$ cat src/rtl/mem_port_arbiter.sv
// mem_port_arbiter: round-robin sharing of the single-port CPU memory between the CPU controller and the host loader
module mem_port_arbiter #(
    parameter int AW = 5,
    parameter int DW = 8
) (
    input  logic          clk,
    input  logic          rst,
    input  logic          cpu_req,
    input  logic          cpu_we,
    input  logic [AW-1:0] cpu_addr,
    input  logic [DW-1:0] cpu_wdata,
    output logic          cpu_ack,
    output logic [DW-1:0] cpu_rdata,
    output logic          cpu_stall,
    input  logic          host_req,
    input  logic          host_we,
    input  logic [AW-1:0] host_addr,
    input  logic [DW-1:0] host_wdata,
    input  logic          host_lock,
    output logic          host_ack,
    output logic [DW-1:0] host_rdata,
    output logic [AW-1:0] mem_addr,
    output logic [DW-1:0] mem_wdata,
    output logic          mem_rd,
    output logic          mem_wr,
    input  logic [DW-1:0] mem_rdata
);
    localparam logic [1:0] IDLE  = 2'd0;
    localparam logic [1:0] ISSUE = 2'd1;
    localparam logic [1:0] DONE  = 2'd2;
    logic [1:0]    state;
    logic          owner, last_owner, we;
    logic [AW-1:0] addr;
    logic [DW-1:0] wdata, cpu_q, host_q;
    logic          cpu_el, pick, issue, done;
    // owner encoding: 1 = host, 0 = cpu; last_owner starts at host so the CPU wins the first tie
    assign cpu_el = cpu_req & ~host_lock;
    assign pick   = (host_req & cpu_el) ? ~last_owner : host_req;
    assign issue  = state == ISSUE;
    assign done   = state == DONE;
    always_ff @(posedge clk or negedge rst) begin
        if (!rst) begin
            state      <= IDLE;
            owner      <= 1'b0;
            last_owner <= 1'b1;
            we         <= 1'b0;
            addr       <= '0;
            wdata      <= '0;
            cpu_q      <= '0;
            host_q     <= '0;
        end else begin
            case (state)
                IDLE: if (host_req | cpu_el) begin
                    owner <= pick;
                    we    <= pick ? host_we : cpu_we;
                    addr  <= pick ? host_addr : cpu_addr;
                    wdata <= pick ? host_wdata : cpu_wdata;
                    state <= ISSUE;
                end
                ISSUE: state <= DONE;
                DONE: begin
                    last_owner <= owner;
                    if (!we && owner) host_q <= mem_rdata;
                    if (!we && !owner) cpu_q <= mem_rdata;
                    state <= IDLE;
                end
                default: state <= IDLE;
            endcase
        end
    end
    // read data bypasses the holding register during DONE so it is visible together with ack
    assign cpu_ack    = done & ~owner;
    assign host_ack   = done & owner;
    assign cpu_rdata  = (cpu_ack & ~we) ? mem_rdata : cpu_q;
    assign host_rdata = (host_ack & ~we) ? mem_rdata : host_q;
    assign cpu_stall  = cpu_req & ~cpu_ack;
    assign mem_addr   = issue ? addr : '0;
    assign mem_wdata  = issue ? wdata : '0;
    assign mem_rd     = issue & ~we;
    assign mem_wr     = issue & we;
endmodule

$ cat config.mk
export PLATFORM = sky130hd
export DESIGN_NAME = mem_port_arbiter
export DESIGN_NICKNAME = d
export VERILOG_FILES = /design/src/rtl/mem_port_arbiter.sv
export SDC_FILE = /design/constraint.sdc
export NUM_CORES = 1
export LEC_CHECK = 0
export CAP_MARGIN = 0
export CORE_MARGIN = 2
export CORE_UTILIZATION = 40
export DETAILED_ROUTE_END_ITERATION = 8
export PLACE_DENSITY = 0.78
export RECOVER_POWER = 50
export SETUP_SLACK_MARGIN = 0.15
export SLEW_MARGIN = 20
export SYNTH_ARGS = -nofsm -noshare
export SYNTH_HDL_FRONTEND = slang
export SYNTH_SLANG_ARGS = --single-unit
$ cat constraint.sdc
create_clock -name clk -period 1.63 [get_ports clk]
set_input_delay 0.326 -clock clk [delete_from_list [all_inputs] [get_ports clk]]
set_output_delay 0.326 -clock clk [all_outputs]
set_load 0.02 [all_outputs]
### Word-level counts from Yosys, hierarchy flattened

Cells that the tools add are included.

* bitwise gates (word level): 15
* equal/unequal tests: 3
* reductions and logical operators: 8
* multiplexer cells: 10

Operators by type and width (number)
* $mux 8: 4
* $mux 5: 2
* $and 1x1->1: 9
* $reduce_and 2->1: 3
* $not 1->1: 5
* $pmux 2 s2: 1
* $eq 2x1->1 const B: 1
* $eq 2x2->1 const B: 1
* $logic_and 1x1->1: 2
* $logic_not 1->1: 2
* $logic_not 2->1: 1
* $mux 1: 2
* $mux 2: 1
* $ne 2x2->1 const B: 1
* $or 1x1->1: 1

* output and inout bits: 34
* bits in registers: 34

### Depth between registers and ports, before layout

* word-level depth: 5
* depth in mapped cells: 5

### Least setup slack after synthesis

Ideal clock, no wire load.

* path kind: register -> output
* from: register state[0]
* to: output cpu_rdata[0]
* path buffers: 1
* arrival time: 1.385 ns
* stages on the path, launching flop included: 5
* setup slack: -0.081 ns
* cell sequence: dfrtp_1 -> nand2b_4 -> nor3_4 -> buf_4 -> mux2_2

* longest elaborated chain between the ends: 4

RTL lines
* start, declared: line 31 `logic [1:0] state;`
* start signal, assigned: line 43 `state <= IDLE;`
* start signal, assigned: line 58 `state <= ISSUE;`
* start signal, assigned: line 60 `ISSUE: state <= DONE;`
* $eq 2x2->1: line 40 `assign done = state == DONE;`
* $and 1x1->1: line 72 `assign cpu_ack = done & ~owner;`
* $and 1x1->1: line 74 `assign cpu_rdata = (cpu_ack & ~we) ? mem_rdata : cpu_q;`
* $mux 8: line 74
* end, declared: line 13 `output logic [DW-1:0] cpu_rdata,`

No other way between the ends.

### Final worst setup path

* from: register state[0]
* to: output host_rdata[3]

* longest elaborated chain between the ends: 4

RTL lines
* $eq 2x2->1: line 40
* $and 1x1->1: line 73 `assign host_ack = done & owner;`
* $and 1x1->1: line 75 `assign host_rdata = (host_ack & ~we) ? mem_rdata : host_q;`
* $mux 8: line 75
* end, declared: line 21 `output logic [DW-1:0] host_rdata,`

No other way between the ends.

==> reports/results.ini <==
[sta]
tightest_slew_ps=875
max_freq_mhz=496
fin_skew_ps=3.25
rsz0062_at_grt=yes
setup_tns_ps=-11000
fin_ws_ps=-386
period_needed_ps=2020
slew_violations=0
setup_viol=39
hold_violations=0
slew_headroom_pct=41.7
fin_crit_sh_pct=124

[global_route]
grt.total_usage_pct=20.8
grt.overflow.total=0
grt_pass1_wl_mm=8.70
antenna_found_initial=0
grt_pass1_vias=1892
grt_max_degree=35

[synth]
avgSynthCellArea_um2=11.0
synth_flop_cell=dfrtp_1
synth_top_cells_by_area=dfrtp_1, mux2_2, and2_1, mux2_4, a221oi_1
synth.most_common_cell=dfrtp_1
synthArstFlopShare_pct=100
syn_nets=223
synth_edf_count=0
synth_warnings=0
seq_area_frac_synth_pct=42.5
syn-cell-area_mm2=0.00200
synthCells=182
ys_ff_latch=34
synth_top_area_share_pct=41.2
yosysTopAreaCell=dfrtp_1
synth_common_cells=dfrtp_1, and2_1, mux2_2
synth_cell_type_count=27

[placement]
globalplace.congestion=0.766
dpl.hpwl_mm=3.57
io_buffer_count=74

[critical_path]
crit_arrival_ps=1690
r2r_start=state[0]
cp-startpoint=state[0]
critPathSlowestCell=dfrtp_1
critPathLaunchType=flop
cpMostUsedCell=buf_6
cp-endpoint=host_rdata[3]
required_ps=1300
crit_type=flop to primary output
r2r_slack_ps=-90
worstPathMaxFanout=6
critical_path.max_stage_delay_ps=380
reg2regPathDepth=9
crit_chain=nand2b_4 > nor3_4 > buf_6 > buf_12 > mux2_4 > buf_6
cp-end-kind=primary output
timing.rr.end=host_q[2]

[floorplanning]
rows=25
die_h_um=74.8
core_area_mm2=0.00479
die_x_um=74.8
die_area_mm2=0.00559
initial_utilization_pct=41.9
io_pins=75

[job]
maxCapViolations=0

[cts]
clk_latency_ps=290
clk_pin_slew_ps=70
cts_made_buffers=5
cts_tree=done
clk_path_buf_depth=2
hold_buffers=0
root_buffer=clkbuf_8
cts.htree.levels=2
clock_sinks=34

[layout]
fin_nets=344
drive_gt1_share_pct=54.9
synthToLayoutAreaGrowth_pct=87.8
fill_cells=306
multi_input_area_mm2=0.00131
register_area_um2=852
diodes=0

[route]
post-route-drc-count=0
vias=1892
via_per_inst=5.10
drt_pass1_iterations=4
ant_nets=0
detail_route.wl_per_cell_um=17.0
drt-initial-drc-count=98
totalWireLength_mm=6.29

[power]
cellLeakagePower_uw=0.00173
vdd_drop_max_mv=0.861
power_density_mw_per_mm2=1770
total_power_uw=6680

[status]
violations=negative setup slack
status=finished, violations left

[hold_path]
hold_class=flop to flop

-- cell type report --
cell class	count	area share, %
timing repair buffer	126	36.2
clock inverter	1	0.133
multi-input combinational	119	34.8
tap	67	2.23
clock buffer	7	2.29
sequential	34	22.6
inverter	17	1.70
-- where the power goes --
part | switching [uW] | leakage (uW) | internal [uW]
clock | 313 | 0.0000482 | 341
combinational | 1840 | 0.00129 | 2630
sequential | 278 | 0.000399 | 1270
total | 2430 | 0.00173 | 4250
-- worst min-delay path by stage --
stage | startpoint | to | slack, ps | depth (start not counted)
after floorplan | rst | addr[0] | 30 | 0
after global placement | cpu_q[0] | cpu_q[0] | 490 | 1
after detailed placement | cpu_q[0] | cpu_q[0] | 500 | 1
after CTS | rst | we | 410 | 2
after global routing | cpu_q[5] | cpu_q[5] | 530 | 1
final | cpu_q[5] | cpu_q[5] | 510 | 1
-- routing by layer --
metal	vias to the layer above	global-route usage [%]	routed length, um
li1	894	-	-
met1	902	25.2	2500
met5	-	0	0
met3	14	6.29	392
met2	82	35.5	3270
met4	0	6.75	132
-- layout by cell type (no fill, tap or decap), drive strengths merged --
cell type	count
buf	85
clkdlybuf4s50	39
dfrtp	33
mux2	32
and2	29
inv	17
o21ai	14
a22oi	14
a221oi	14
clkbuf	8
a21o	4
nor3	3
nand2b	2
nor2	2
nor2b	2
or2	1
nand3b	1
and3b	1
clkinv	1
dlygate4sd3	1
dfstp	1
-- cell families (layout without fill, tap and decap cells) --
kind of cell	Yosys count	in the layout	share of synthesized area [%]
and+or+nand+nor	41	41	14.0
DFF	34	34	42.5
AOI/OAI and AO/OA	45	46	16.4
buffers and inverters	30	151	7.18
muxes	32	32	19.9
-- stage by stage --
stage / instances / hold slack [ps] / utilization, % / worst slack (ps) / area, um2
5_1_grt: 371 / 527 / 78.6 / -430 / 3760
6_report: 371 / 514 / 78.6 / -386 / 3760
2_1_floorplan: 182 / 30.4 / - / -49.5 / 2010
4_1_cts: 360 / 410 / 71.5 / -469 / 3420
3_5_place_dp: 338 / 496 / 62.9 / -447 / 3010
3_3_place_gp: 338 / 486 / 62.9 / -411 / 3010
-- flip-flops by register name, summed over array words and instances, names as in the netlist --
name	count
cpu_q	8
host_q	8
wdata	8
owner	1
we	1
addr	5
last_owner	1
state	2
-- repair_timing --
| action | CTS | global route |
|---|---|---|
| endpoints found under the setup margin | 36 | 64 |
| cloned | 3 | 1 |
| setup buffers | 11 | 10 |
| resized for setup | 242 | 58 |
| pin swaps | 2 | 10 |
| hold endpoints to repair | 0 | 0 |
-- critical path: cells and delay by family (launching register included) --
| family | cells | cell delay (ps) |
|---|---|---|
| AND/OR/NAND/NOR | 2 | 330 |
| flip-flops | 1 | 380 |
| multiplexers | 1 | 310 |
| buffers and inverters | 3 | 390 |
Note: power is estimated with default switching activity, not from simulation.
